## src/rtl/t05_pkg.sv

```systemverilog
// Shared types and constants for the bitstream arbiter slice.
package t05_pkg;
    localparam int BYTE_W = 8;
    localparam int POS_W  = 3;

    typedef enum logic [2:0] {
        IDLE,
        HDR,
        CW,
        FLUSH,
        DONE
    } t05_arb_state_t;
endpackage

```

## src/rtl/t05_byte_fifo.sv

```systemverilog
// Byte FIFO between the packer and the consumer. Head entry is shown
// combinationally; output reads as zero while empty so reset leaves dout at 0.
module t05_byte_fifo
    import t05_pkg::*;
#(
    parameter int DEPTH = 4
) (
    input  logic              clk,
    input  logic              rst,
    input  logic              push,
    input  logic [BYTE_W-1:0] din,
    input  logic              pop,
    output logic [BYTE_W-1:0] dout,
    output logic              empty,
    output logic              full
);
    localparam int AW = (DEPTH > 1) ? $clog2(DEPTH) : 1;
    localparam logic [AW:0] L_FULL = (AW+1)'(DEPTH);

    logic [BYTE_W-1:0] r_mem [DEPTH];
    logic [AW-1:0]     r_wr;
    logic [AW-1:0]     r_rd;
    logic [AW:0]       r_count;
    logic              w_push;
    logic              w_pop;

    assign empty  = (r_count == '0);
    assign full   = (r_count == L_FULL);
    // A pop frees the slot this same cycle, so a push into a full FIFO still lands.
    assign w_pop  = pop && !empty;
    assign w_push = push && (!full || w_pop);
    assign dout   = empty ? '0 : r_mem[r_rd];

    // Storage write; contents need no reset since empty masks the output.
    always_ff @(posedge clk) begin
        if (w_push) r_mem[r_wr] <= din;
    end

    // Pointer and occupancy bookkeeping.
    always_ff @(posedge clk or posedge rst) begin
        if (rst) begin
            r_wr    <= '0;
            r_rd    <= '0;
            r_count <= '0;
        end else begin
            if (w_push) r_wr <= r_wr + 1'b1;
            if (w_pop)  r_rd <= r_rd + 1'b1;
            case ({w_push, w_pop})
                2'b10:   r_count <= r_count + 1'b1;
                2'b01:   r_count <= r_count - 1'b1;
                default: r_count <= r_count;
            endcase
        end
    end
endmodule

```

## src/rtl/t05_bitstream_arbiter.sv

```systemverilog
// Arbitrates header and codeword bit writers onto one MSB-first byte stream,
// with an end-of-file pad/flush handshake and a small output FIFO.
module t05_bitstream_arbiter
    import t05_pkg::*;
#(
    parameter int FIFO_DEPTH = 4
) (
    input  logic              clk,
    input  logic              rst,
    input  logic              hdr_req,
    input  logic              hdr_en,
    input  logic              hdr_bit,
    input  logic              hdr_done,
    output logic              hdr_gnt,
    input  logic              cw_req,
    input  logic              cw_en,
    input  logic              cw_bit,
    input  logic              cw_done,
    output logic              cw_gnt,
    input  logic              flush,
    output logic              flush_done,
    output logic [BYTE_W-1:0] byte_out,
    output logic              byte_valid,
    input  logic              byte_ready,
    output logic              overflow,
    output logic [15:0]       bit_count
);
    t05_arb_state_t    r_state;
    logic              r_hdr_gnt;
    logic              r_cw_gnt;
    logic              r_flush_done;
    logic [POS_W-1:0]  r_pos;
    logic [BYTE_W-1:0] r_shift;
    logic              r_overflow;
    logic [15:0]       r_bit_count;

    logic              w_acc;
    logic              w_bit;
    logic [BYTE_W-1:0] w_fill;
    logic              w_push;
    logic [BYTE_W-1:0] w_din;
    logic              w_pop;
    logic              w_empty;
    logic              w_full;
    logic              w_in_flush;

    assign w_in_flush = (r_state == FLUSH);

    // Only the current owner's strobe counts; the other writer is ignored.
    always_comb begin
        w_acc = 1'b0;
        w_bit = 1'b0;
        if (r_state == HDR) begin
            w_acc = hdr_en;
            w_bit = hdr_bit;
        end else if (r_state == CW) begin
            w_acc = cw_en;
            w_bit = cw_bit;
        end
    end

    // Drop the incoming bit into the partial byte at the MSB-first position.
    always_comb begin
        w_fill = r_shift;
        w_fill[POS_W'(BYTE_W-1) - r_pos] = w_bit;
    end

    // Push on the 8th bit, or the zero-padded partial byte while flushing.
    assign w_push = (w_acc && (r_pos == POS_W'(BYTE_W-1))) ||
                    (w_in_flush && (r_pos != '0));
    assign w_din  = w_in_flush ? r_shift : w_fill;
    assign w_pop  = !w_empty && byte_ready;

    t05_byte_fifo #(
        .DEPTH (FIFO_DEPTH)
    ) u_fifo (
        .clk   (clk),
        .rst   (rst),
        .push  (w_push),
        .din   (w_din),
        .pop   (w_pop),
        .dout  (byte_out),
        .empty (w_empty),
        .full  (w_full)
    );

    // Packer: partial byte survives ownership changes, cleared on push/flush.
    always_ff @(posedge clk or posedge rst) begin
        if (rst) begin
            r_pos   <= '0;
            r_shift <= '0;
        end else if (w_in_flush) begin
            r_pos   <= '0;
            r_shift <= '0;
        end else if (w_acc) begin
            r_pos   <= r_pos + 1'b1;
            r_shift <= (r_pos == POS_W'(BYTE_W-1)) ? '0 : w_fill;
        end
    end

    // Sticky drop flag and saturating accepted-bit counter.
    always_ff @(posedge clk or posedge rst) begin
        if (rst) begin
            r_overflow  <= 1'b0;
            r_bit_count <= '0;
        end else begin
            if (w_push && w_full && !w_pop) r_overflow <= 1'b1;
            if (w_acc && (r_bit_count != 16'hFFFF)) r_bit_count <= r_bit_count + 1'b1;
        end
    end

    // Ownership FSM with registered grants; only done releases a grant.
    always_ff @(posedge clk or posedge rst) begin
        if (rst) begin
            r_state      <= IDLE;
            r_hdr_gnt    <= 1'b0;
            r_cw_gnt     <= 1'b0;
            r_flush_done <= 1'b0;
        end else begin
            r_flush_done <= 1'b0;
            case (r_state)
                IDLE: begin
                    if (hdr_req) begin
                        r_state   <= HDR;
                        r_hdr_gnt <= 1'b1;
                    end else if (cw_req) begin
                        r_state  <= CW;
                        r_cw_gnt <= 1'b1;
                    end else if (flush) begin
                        r_state <= FLUSH;
                    end
                end
                HDR: begin
                    if (hdr_done) begin
                        r_state   <= IDLE;
                        r_hdr_gnt <= 1'b0;
                    end
                end
                CW: begin
                    if (cw_done) begin
                        r_state  <= IDLE;
                        r_cw_gnt <= 1'b0;
                    end
                end
                FLUSH: r_state <= DONE;
                DONE: begin
                    if (w_empty) begin
                        r_state      <= IDLE;
                        r_flush_done <= 1'b1;
                    end
                end
                default: begin
                    r_state   <= IDLE;
                    r_hdr_gnt <= 1'b0;
                    r_cw_gnt  <= 1'b0;
                end
            endcase
        end
    end

    assign hdr_gnt    = r_hdr_gnt;
    assign cw_gnt     = r_cw_gnt;
    assign flush_done = r_flush_done;
    assign byte_valid = !w_empty;
    assign overflow   = r_overflow;
    assign bit_count  = r_bit_count;
endmodule

```

## config.mk

```make
export PLATFORM = sky130hd
export DESIGN_NAME = t05_bitstream_arbiter
export DESIGN_NICKNAME = d
export VERILOG_FILES = /design/src/rtl/t05_pkg.sv /design/src/rtl/t05_byte_fifo.sv /design/src/rtl/t05_bitstream_arbiter.sv
export SDC_FILE = /design/constraint.sdc
export NUM_CORES = 1
export LEC_CHECK = 0
export ABC_AREA = 1
export CAP_MARGIN = 0
export CORE_ASPECT_RATIO = 1.1
export CORE_MARGIN = 8
export CORE_UTILIZATION = 55
export CTS_CLUSTER_DIAMETER = 30
export DETAILED_ROUTE_END_ITERATION = 8
export PLACE_DENSITY = 0.78
export SLEW_MARGIN = 20
export SYNTH_ARGS = -nofsm -noshare
export SYNTH_HDL_FRONTEND = slang
export SYNTH_SLANG_ARGS = --single-unit
```

## constraint.sdc

```tcl
create_clock -name clk -period 6.5 [get_ports clk]
set_input_delay 1.3 -clock clk [delete_from_list [all_inputs] [get_ports clk]]
set_output_delay 1.3 -clock clk [all_outputs]
set_load 0.02 [all_outputs]
```

==> reports/results.ini <==
[outcome]
status=finished clean

[clocking]
cts_hold_buf=0
cts_root_buf=clkbuf_8
cts_setup_buffers=0
clk_path_buf_depth=2
cts_resized=0
cts_tree=built
numClockSinks=73
clk_latency_ns=0.34
cts_buffers=9
clk_pin_slew_ns=0.08
htreeDepth=3

[drt]
ant_nets=0
firstDrtPassIters=5
drc=0
drtIter0Drc=140
via_count=2921
routedWlPerCell_um=14.0
routed_via_density=5.23
routed_wl_mm=7.81

[placed_design]
dp_hpwl_mm=5.74
io_buffers=40
dpl_cell_area_um2=4200
gp_congestion=0.900

[logic_synthesis]
ys_ff_latch=73
ys.warnings.count=0
syn_area_um2=3740
yosysUniqueCellTypes=29
synth_fp_nets=450
netlist_instances=428
syn_area_per_cell_um2=8.73
yosysSeqAreaShare_pct=53.2

[critical_path]
reg2reg_slack_ns=4.09
timing.rr.start=u_fifo.r_count[1]
crit_fanout=9
cp.required_ns=5.20
startpoint_type=register
crit_start=u_fifo.r_rd[1]
endpoint_kind=output port
cp_data_arrival_time_ns=2.33
critical_path_class=reg -> out

[sta]
max_freq_mhz=276
finalClockSkew_ns=0.00964
fin_crit_sh_pct=55.8
fin_setup_tns_ns=0
setup_viol=0
min_period_ns=3.63
rsz0062_at_grt=no
timing.hold.ws_ns=0.473
slew_violations=0
slew_headroom_pct=41.8
tightestPinTransition_ns=0.869
finalHoldViolations=0

[floorplan]
core_um2=6590
io_pins=41
rows=31
dieWidth_um=94.6
die_area_um2=9690
start_util_pct=56.7
die_h_um=102

[finish]
fillCellCount=544
final_util_pct=66.9
fin_nets=494
final_layout_size_suffix_gt1_share_pct=6.92
num_antenna_cells=0
area_delta_synth_final_pct=18.1
finalInstanceArea_um2=4410

[power]
p_seq_share_pct=37.5
swShare_pct=40.6
switching_power_uw=768
p_per_area_nw_per_um2=429
p_clk_share_pct=20.5
power.share.combinational_pct=42.0
p_int_mw=1.12
power.leakage_nw=1.83
max-vdd-ir-drop_mv=0.213
fin_total_pwr_mw=1.89

[flow_run]
maxCapViolCount=0

[global_routing]
grt_max_degree=42
gr-total-overflow=0
antenna_found_initial=0
gr-usage-all-layers_pct=17.4
grt_pass1_wl_mm=13.3
grt_pass1_vias=2842

[hold_path]
hp-start=u_fifo.r_count[0]
min-delay-path-class=reg -> reg

## power by group through the flow
stage	Combinational [mW]	Clock [mW]	Sequential (mW)
final	0.794	0.388	0.710
after detailed placement	0.798	0	0.714
after global placement	0.767	0	0.711
after floorplan	0.555	0	0.694
after CTS	0.800	0.394	0.707
after global routing	0.893	0.415	0.722
## cell usage after synthesis
cell      count  share of area, %
nand2_1     107                11
nor2_1       60               6.0
dfrtp_1      41                27
o21ai_0      38               5.1
inv_1        37               3.7
edfxtp_1     32                26
nand3_1      19               2.5
a21oi_1      17               2.3
xnor2_1      12               2.8
ha_1          9               3.0
nand3b_1      8               1.6
o21ai_1       8               1.1
inv_2         7              0.70
nand4_1       7               1.2
buf_2         4              0.54
nor2_4        3              0.90
xor2_1        3              0.70
buf_6         2              0.60
clkbuf_1      2              0.20
nand2_2       2              0.33
nand3_2       2              0.54
a21o_1        1              0.20
clkinv_1      1              0.10
fa_1          1              0.54
nand3_4       1              0.47
nor2_2        1              0.17
nor3_1        1              0.13
o21ai_4       1              0.44
o21bai_1      1              0.20
## registers in the layout (all words and copies together) (netlist names)
signal	count
u_fifo.r_rd	2
u_fifo.r_mem	32
r_shift	8
r_state	3
r_pos	3
hdr_gnt	1
u_fifo.r_wr	2
cw_gnt	1
bit_count	16
flush_done	1
overflow	1
u_fifo.r_count	3
## cell families (layout without fill, tap and decap cells)
| kind of cell | count (synthesis) | in the layout | share of synthesized area, % |
|---|---|---|---|
| AO/OA/AOI/OAI | 66 | 66 | 9.27 |
| buffers and inverters | 53 | 102 | 5.86 |
| flip-flops | 73 | 73 | 53.2 |
| adder cells (fa/ha/maj) | 10 | 10 | 3.55 |
| AND/OR/NAND/NOR | 211 | 211 | 24.6 |
| XOR/XNOR | 15 | 15 | 3.52 |
## worst max-delay path, stage by stage, from the launching register on
cell and delay, ns:
dfrtp_1 0.54, clkinv_1 0.35, nor2_1 0.19, o21ai_0 0.11
a21oi_1 0.15, clkdlybuf4s50_1 0.63
## layout by cell type (no fill, tap or decap), types with 2 or more instances in the layout
cell type and instances:
nor2_1 60, nand3_2 2, inv_6 2, xnor2_1 12
clkdlybuf4s50_1 40, dfrtp_1 41, o21ai_1 8, nand2_2 2
nand2_1 107, o21ai_0 38, inv_1 37, inv_2 7
nand3_1 19, nand3b_1 8, a21oi_1 17, nor2_4 3
nand4_1 7, bufinv_16 2, xor2_1 3, clkinv_1 2
edfxtp_1 32, clkinv_2 2, ha_1 9, clkbuf_8 9
## area by class of cell
type	count	area, µm²	share of cell area [%]
Tap cell	82	103	2.32
Multi-Input combinational cell	302	1530	34.7
Clock buffer	9	124	2.81
Clock inverter	7	91.3	2.07
Inverter	45	169	3.83
Sequential cell	73	1990	45.0
Timing Repair Buffer	41	408	9.24
## layer usage
metal	up-vias	wire (µm)	global-route usage [%]
met4	0	114	6.49
met3	10	317	3.82
met5	-	0	0
li1	1486	-	-
met1	1364	3510	20.8
met2	61	3870	29.8
## worst paths after layout
check / to / cells after the start
min in group asynchronous: u_fifo.r_count[2] / 3
worst max register to register: u_fifo.r_count[1] / 8
worst max-delay path: byte_out[2] / 5
max in group asynchronous: r_pos[0] / 3
worst min register to register: u_fifo.r_count[0] / 1
worst min-delay path: u_fifo.r_count[0] / 1
## stage by stage
stage,std cells,setup WS (ns)
2_1_floorplan,428,3.64
3_3_place_gp,543,3.08
3_5_place_dp,543,2.98
4_1_cts,559,2.85
5_1_grt,559,2.67
6_report,559,2.87
No activity file was read; power rests on OpenSTA's default activity.
